`src/rtl/uart_tx_sched_pkg.sv`:
```
// uart_tx_sched_pkg: FSM states, header tag and helpers for uart_tx_scheduler.
// Header framing is compiled in only when UART_TX_SCHED_HDR_EN is defined.
package uart_tx_sched_pkg;

  typedef enum logic [2:0] {
    S_IDLE,
    S_ISSUE,
    S_WAIT_BUSY,
    S_WAIT_DONE,
    S_GAP
  } state_e;

  localparam logic [3:0] HDR_TAG = 4'hA;

  // Wide enough for any practical GAP_CYCLES / BUSY_TIMEOUT.
  localparam int CNT_W = 16;

  function automatic int clog2(input int n);
    int r;
    r = 0;
    while ((1 << r) < n) r++;
    return r;
  endfunction

endpackage

```
`src/rtl/uart_tx_sched_rr_arbiter.sv`:
```
// rr_arbiter: combinational round-robin pick, first request at or above ptr.
// The pointer register is owned by the parent.
module rr_arbiter
  import uart_tx_sched_pkg::*;
#(
  parameter int N  = 4,
  parameter int IW = clog2(N)
) (
  input  logic [N-1:0]  req_i,
  input  logic [IW-1:0] ptr_i,
  output logic [N-1:0]  gnt_o,
  output logic [IW-1:0] id_o,
  output logic          any_o
);

  logic [IW:0]   sum;
  logic [IW-1:0] idx;

  // Walk upward from ptr with wrap; first hit wins.
  always_comb begin
    gnt_o = '0;
    id_o  = '0;
    any_o = 1'b0;
    sum   = '0;
    idx   = '0;
    for (int k = 0; k < N; k++) begin
      sum = {1'b0, ptr_i} + (IW+1)'(k);
      if (sum >= (IW+1)'(N)) sum = sum - (IW+1)'(N);
      idx = sum[IW-1:0];
      if (!any_o && req_i[idx]) begin
        any_o      = 1'b1;
        gnt_o[idx] = 1'b1;
        id_o       = idx;
      end
    end
  end

endmodule

```
`src/rtl/uart_tx_scheduler.sv`:
```
// uart_tx_scheduler: round-robin sharing of one UART TX among requesters.
// Define UART_TX_SCHED_HDR_EN to send a header frame before each data byte.
module uart_tx_scheduler
  import uart_tx_sched_pkg::*;
#(
  parameter int NUM_REQ      = 4,
  parameter int GAP_CYCLES   = 0,
  parameter int BUSY_TIMEOUT = 4
) (
  input  logic                        CLK,
  input  logic                        RST_n,
  input  logic [NUM_REQ-1:0]          req_valid,
  input  logic [8*NUM_REQ-1:0]        req_data,
  input  logic [NUM_REQ-1:0]          cfg_par_en,
  input  logic [NUM_REQ-1:0]          cfg_par_typ,
  output logic [NUM_REQ-1:0]          req_ready,
  input  logic                        tx_busy,
  output logic [7:0]                  tx_p_data,
  output logic                        tx_par_en,
  output logic                        tx_par_typ,
  output logic                        tx_data_valid,
  output logic [clog2(NUM_REQ)-1:0]   grant_id,
  output logic                        active,
  output logic                        timeout_err
);

  localparam int IW = clog2(NUM_REQ);
  // WAIT_BUSY is entered one cycle after the strobe, hence the -2.
  localparam int BT_LAST  = (BUSY_TIMEOUT > 2) ? BUSY_TIMEOUT - 2 : 0;
  localparam int GAP_LAST = (GAP_CYCLES > 0) ? GAP_CYCLES - 1 : 0;

  state_e           state_q;
  logic [CNT_W-1:0] cnt_q;
  logic [IW-1:0]    ptr_q;
  logic [IW-1:0]    ptr_d;
  logic [IW-1:0]    gid_q;
  logic [7:0]       pdata_q;
  logic             pen_q;
  logic             ptyp_q;
  logic             act_q;
  logic             terr_q;

  logic [NUM_REQ-1:0] gnt;
  logic [IW-1:0]      gnt_id;
  logic               gnt_any;
  logic               busy_to;
  logic               gap_done;

`ifdef UART_TX_SCHED_HDR_EN
  logic             hdr_q;
  logic [7:0]       data_q;
`endif

  rr_arbiter #(
    .N  (NUM_REQ),
    .IW (IW)
  ) u_arb (
    .req_i (req_valid),
    .ptr_i (ptr_q),
    .gnt_o (gnt),
    .id_o  (gnt_id),
    .any_o (gnt_any)
  );

  // Ready is offered only while idle and never while reset is held.
  assign req_ready = (state_q == S_IDLE && RST_n) ? gnt : '0;

  // Strobe is qualified by live tx_busy so it can never overlap Busy.
  assign tx_data_valid = (state_q == S_ISSUE) && !tx_busy;

  assign ptr_d    = (int'(gnt_id) == NUM_REQ - 1) ? '0 : gnt_id + IW'(1);
  assign busy_to  = (cnt_q >= CNT_W'(BT_LAST));
  assign gap_done = (cnt_q >= CNT_W'(GAP_LAST));

  assign tx_p_data   = pdata_q;
  assign tx_par_en   = pen_q;
  assign tx_par_typ  = ptyp_q;
  assign grant_id    = gid_q;
  assign active      = act_q;
  assign timeout_err = terr_q;

  // Scheduler FSM with latched frame fields and sticky timeout flag.
  always_ff @(posedge CLK or negedge RST_n) begin
    if (!RST_n) begin
      state_q <= S_IDLE;
      cnt_q   <= '0;
      ptr_q   <= '0;
      gid_q   <= '0;
      pdata_q <= 8'h00;
      pen_q   <= 1'b0;
      ptyp_q  <= 1'b0;
      act_q   <= 1'b0;
      terr_q  <= 1'b0;
`ifdef UART_TX_SCHED_HDR_EN
      hdr_q   <= 1'b0;
      data_q  <= 8'h00;
`endif
    end else begin
      unique case (state_q)
        S_IDLE: begin
          if (gnt_any) begin
            gid_q   <= gnt_id;
            ptr_q   <= ptr_d;
            pen_q   <= cfg_par_en[gnt_id];
            ptyp_q  <= cfg_par_typ[gnt_id];
`ifdef UART_TX_SCHED_HDR_EN
            pdata_q <= {HDR_TAG, 4'(gnt_id)};
            data_q  <= req_data[8*gnt_id +: 8];
            hdr_q   <= 1'b1;
`else
            pdata_q <= req_data[8*gnt_id +: 8];
`endif
            act_q   <= 1'b1;
            state_q <= S_ISSUE;
          end
        end
        S_ISSUE: begin
          if (!tx_busy) begin
            cnt_q   <= '0;
            state_q <= S_WAIT_BUSY;
          end
        end
        S_WAIT_BUSY: begin
          if (tx_busy) begin
            state_q <= S_WAIT_DONE;
          end else if (busy_to) begin
            terr_q  <= 1'b1;
            state_q <= S_ISSUE;
          end else begin
            cnt_q <= cnt_q + CNT_W'(1);
          end
        end
        S_WAIT_DONE: begin
          if (!tx_busy) begin
            cnt_q <= '0;
`ifdef UART_TX_SCHED_HDR_EN
            if (hdr_q) pdata_q <= data_q;
            if (GAP_CYCLES > 0) begin
              state_q <= S_GAP;
            end else if (hdr_q) begin
              hdr_q   <= 1'b0;
              state_q <= S_ISSUE;
            end else begin
              act_q   <= 1'b0;
              state_q <= S_IDLE;
            end
`else
            if (GAP_CYCLES > 0) begin
              state_q <= S_GAP;
            end else begin
              act_q   <= 1'b0;
              state_q <= S_IDLE;
            end
`endif
          end
        end
        S_GAP: begin
          if (gap_done) begin
`ifdef UART_TX_SCHED_HDR_EN
            if (hdr_q) begin
              hdr_q   <= 1'b0;
              state_q <= S_ISSUE;
            end else begin
              act_q   <= 1'b0;
              state_q <= S_IDLE;
            end
`else
            act_q   <= 1'b0;
            state_q <= S_IDLE;
`endif
          end else begin
            cnt_q <= cnt_q + CNT_W'(1);
          end
        end
        default: state_q <= S_IDLE;
      endcase
    end
  end

endmodule

```
`config.mk`:
```
export PLATFORM = sky130hd
export DESIGN_NAME = uart_tx_scheduler
export DESIGN_NICKNAME = d
export VERILOG_FILES = /design/src/rtl/uart_tx_sched_pkg.sv /design/src/rtl/uart_tx_sched_rr_arbiter.sv /design/src/rtl/uart_tx_scheduler.sv
export SDC_FILE = /design/constraint.sdc
export NUM_CORES = 1
export LEC_CHECK = 0
export CAP_MARGIN = 5
export CORE_ASPECT_RATIO = 2
export CORE_MARGIN = 3
export CORE_UTILIZATION = 46
export DETAILED_ROUTE_END_ITERATION = 8
export PLACE_DENSITY = 0.87
export SLEW_MARGIN = 5
export SYNTH_ARGS = -nofsm -noshare
export SYNTH_HDL_FRONTEND = slang
export SYNTH_HIERARCHICAL = 1
export SYNTH_SLANG_ARGS = --single-unit
```
`constraint.sdc`:
```
create_clock -name CLK -period 3.2 [get_ports CLK]
set_input_delay 0.32 -clock CLK [delete_from_list [all_inputs] [get_ports CLK]]
set_output_delay 0.32 -clock CLK [all_outputs]
set_load 0.03 [all_outputs]
```
==> flow_summary.ini <==
[clock_network]
htree_num_levels = 2
tritoncts_clock_tree = done
clkSinkCount = 34
post_cts.repair.setup_buffers = 0
tritoncts.num_buffers = 5
cts_resized = 0
cts_hold_repair.buffers = 0
clockBufferDepth = 2
worstSkewPairLatency_ns = 0.29
clockRootBuffer = sky130_fd_sc_hd__clkbuf_8
clock_transition_at_the_registers_of_the_reported_paths_ns = 0.06

[timing]
timing.fmax_mhz = 352
timing.slew.headroom = 0.578
rsz_0062_raised_after_global_routing = no
post-route-period-util = 0.888
final.setup.worst_slack_ns = 0.359
fin_clk_skew_ns = 0.00133
finalSetupTns_ns = 0
worst_slew_pin_slew_ns = 0.629
report.final.setup_viol = 0
drv_slew = 0
hold_viol = 0
final_period_minus_worst_setup_slack_ns = 2.84

[floorplanning]
coreArea_sq_um = 4170
floorplan.die.height_um = 99.6
rows = 33
die-area_sq_um = 5260
initial_core_util = 0.483
pin_count = 66
die_width_um = 52.8

[layout]
diodes = 0
final_net_count = 309
post_route_cells_drive_above_1_share = 0.133
synthToLayoutAreaGrowth_pct = 40.2

[routing]
initialDrtViolationCount = 32
drtAntennaViolNets = 0
totalWireLength_um = 4650
wl_per_cell_um = 15.1
via_count = 1693
number_of_detailed_routing_iterations_run_before_antenna_repair = 4
remaining_drc_errors = 0
detail_route.vias_per_cell = 5.51

[synthesis]
ys_ff_latch = 34
yosysWarnings = 6
total_nets_after_synthesis = 240
synth.yosys.seq_area_share = 0.422
mapped_cells = 185
synthDistinctLibCells = 35
netlist_area_sq_um = 2020
syn_avg_cell_area_sq_um = 10.9

[critical_path]
cp_common_cell = sky130_fd_sc_hd__nand2_1
worst_path_largest_cell_delay_ns = 0.67
path_cells = buf_4 -> mux4_2 -> nor3_1 -> a32o_1 -> mux4_1 -> nand2_1 -> nand2_1
critical-path-slowest-cell = sky130_fd_sc_hd__mux4_2
worstPathRequired_ns = 3.38
critical_path.endpoint_type = flop
cp_max_fo = 13
cpLargestDelayFamily = multiplexers
critical_path.n_buffers_inverters = 1
arrival_ns = 3.02
worst-setup-path-type = flop to flop
rrSetupSlack_ns = 0.36
crit_path_start_kind = flop

[worst_hold_path]
hold_crit_class = flop to flop

[power]
power.density_cell_area_nw_per_um2 = 942
leakagePower_nw = 1.29
worst_ir_drop_vdd_v = 0.000569

[placement]
pre_cts_ws_ns = 0.166
gp_congestion = 0.823
post-dp-hpwl_um = 3640
io_buffers = 65

[global_routing]
grt.total_usage = 0.198
grt_start_max_net_pins = 35
antenna_violations_before_repair = 0
first_global_vias = 1784
grt-ovfl-total = 0
grt_pass1_wl_um = 7770

[job]
cap_viol_max_count = 0

[status]
result_of_the_run = complete, no violations
## where the power goes
group / internal (W) / switching (W) / total [W]
sequential: 0.000553 / 0.0000858 / 0.000638
clock: 0.000217 / 0.000149 / 0.000366
combinational: 0.000786 / 0.000872 / 0.00166
## layer usage
metal | GRT usage | part of all wire
met5 | 0 | 0
met4 | 0.0945 | 0.026
met3 | 0.0270 | 0.040
met2 | 0.363 | 0.57
met1 | 0.209 | 0.36
## state kept, by name, indices dropped and copies added, names as in the netlist, 2 cells and up
signal	count
cnt_q	16
tx_p_data	8
state_q	2
grant_id	2
ptr_q	2
## cell usage after synthesis
cell	n	area, sq um
sky130_fd_sc_hd__a31oi_1	1	6.26
sky130_fd_sc_hd__buf_2	3	15.0
sky130_fd_sc_hd__ha_1	8	100
sky130_fd_sc_hd__nand4_1	1	6.26
sky130_fd_sc_hd__buf_4	1	7.51
sky130_fd_sc_hd__mux4_2	10	225
sky130_fd_sc_hd__nor2_1	8	30.0
sky130_fd_sc_hd__dfrtp_1	34	851
sky130_fd_sc_hd__o211ai_1	1	7.51
sky130_fd_sc_hd__nor4b_4	1	23.8
sky130_fd_sc_hd__a21o_1	2	15.0
sky130_fd_sc_hd__nand2b_1	2	12.5
sky130_fd_sc_hd__o21ai_0	6	30.0
sky130_fd_sc_hd__o21ai_1	1	5.00
sky130_fd_sc_hd__nor2b_1	14	87.6
sky130_fd_sc_hd__buf_6	3	33.8
sky130_fd_sc_hd__nor3_1	1	5.00
sky130_fd_sc_hd__mux2i_1	3	30.0
sky130_fd_sc_hd__inv_1	5	18.8
sky130_fd_sc_hd__and2b_2	1	8.76
sky130_fd_sc_hd__mux4_1	4	105
sky130_fd_sc_hd__and2b_1	1	7.51
sky130_fd_sc_hd__and3_1	4	25.0
sky130_fd_sc_hd__nor3b_2	1	12.5
sky130_fd_sc_hd__a22oi_1	8	60.1
sky130_fd_sc_hd__o221ai_1	1	8.76
sky130_fd_sc_hd__nand2b_4	1	13.8
sky130_fd_sc_hd__nand2_1	47	176
sky130_fd_sc_hd__o31ai_1	2	15.0
sky130_fd_sc_hd__a22o_1	1	8.76
sky130_fd_sc_hd__clkbuf_1	1	3.75
sky130_fd_sc_hd__nor4_1	5	31.3
sky130_fd_sc_hd__and2_2	1	7.51
sky130_fd_sc_hd__a32o_1	1	10.0
sky130_fd_sc_hd__mux2_2	1	11.3
## final timing paths
path | start | to | depth (start not counted)
max in group asynchronous | RST_n | state_q[1] | 2
min in group asynchronous | RST_n | cnt_q[10] | 2
worst max-delay path | ptr_q[0] | tx_p_data[6] | 7
worst max register to register | ptr_q[0] | tx_p_data[6] | 7
worst min-delay path | timeout_err | timeout_err | 1
worst min register to register | timeout_err | timeout_err | 1
## metrics by stage
step	hold slack (ns)	area, sq um	utilization	std cells	power [W]
global placement	0.442	2720	0.651	299	0.00226
finish	0.468	2830	0.678	307	0.00266
floorplan	0.0244	2020	-	185	0.00185
CTS	0.470	2830	0.678	307	0.00268
detailed placement	0.456	2720	0.651	299	0.00230
global route	0.497	2830	0.678	307	0.00285
## cells in the final DEF (no fill, tap or decap)
cell type,n
sky130_fd_sc_hd__a21o_1,2
sky130_fd_sc_hd__a22o_1,1
sky130_fd_sc_hd__a22oi_1,8
sky130_fd_sc_hd__a31oi_1,1
sky130_fd_sc_hd__a32o_1,1
sky130_fd_sc_hd__and2_2,1
sky130_fd_sc_hd__and2b_1,1
sky130_fd_sc_hd__and2b_2,1
sky130_fd_sc_hd__and3_1,4
sky130_fd_sc_hd__buf_12,1
sky130_fd_sc_hd__buf_4,8
sky130_fd_sc_hd__clkbuf_8,8
sky130_fd_sc_hd__clkdlybuf4s50_1,61
sky130_fd_sc_hd__dfrtp_1,34
sky130_fd_sc_hd__ha_1,8
sky130_fd_sc_hd__inv_1,5
sky130_fd_sc_hd__mux2_2,1
sky130_fd_sc_hd__mux2i_1,3
sky130_fd_sc_hd__mux4_1,4
sky130_fd_sc_hd__mux4_2,10
sky130_fd_sc_hd__nand2_1,47
sky130_fd_sc_hd__nand2b_1,2
sky130_fd_sc_hd__nand2b_4,1
sky130_fd_sc_hd__nand4_1,1
sky130_fd_sc_hd__nor2_1,8
sky130_fd_sc_hd__nor2b_1,14
sky130_fd_sc_hd__nor3_1,1
sky130_fd_sc_hd__nor3b_2,1
sky130_fd_sc_hd__nor4_1,5
sky130_fd_sc_hd__nor4b_4,1
sky130_fd_sc_hd__o211ai_1,1
sky130_fd_sc_hd__o21ai_0,6
sky130_fd_sc_hd__o21ai_1,1
sky130_fd_sc_hd__o221ai_1,1
sky130_fd_sc_hd__o31ai_1,1
sky130_fd_sc_hd__o31ai_2,1
## logic make-up after synthesis
group                      count (synthesis)  synth area share
adders and majority gates                  8            0.0497
buffers and inverters                     13            0.0391
and+or+nand+nor                           88             0.222
muxes                                     18             0.184
AOI/OAI and AO/OA                         24            0.0826
DFF                                       34             0.422
## final cells by class
type | instances | area [sq um]
Multi-Input combinational cell | 138 | 1090
Inverter | 5 | 18.8
Sequential cell | 34 | 851
Tap cell | 52 | 65.1
Clock buffer | 8 | 110
Timing Repair Buffer | 70 | 691
Fill cell | 313 | 1340
Power figures use the tool's default switching activity.
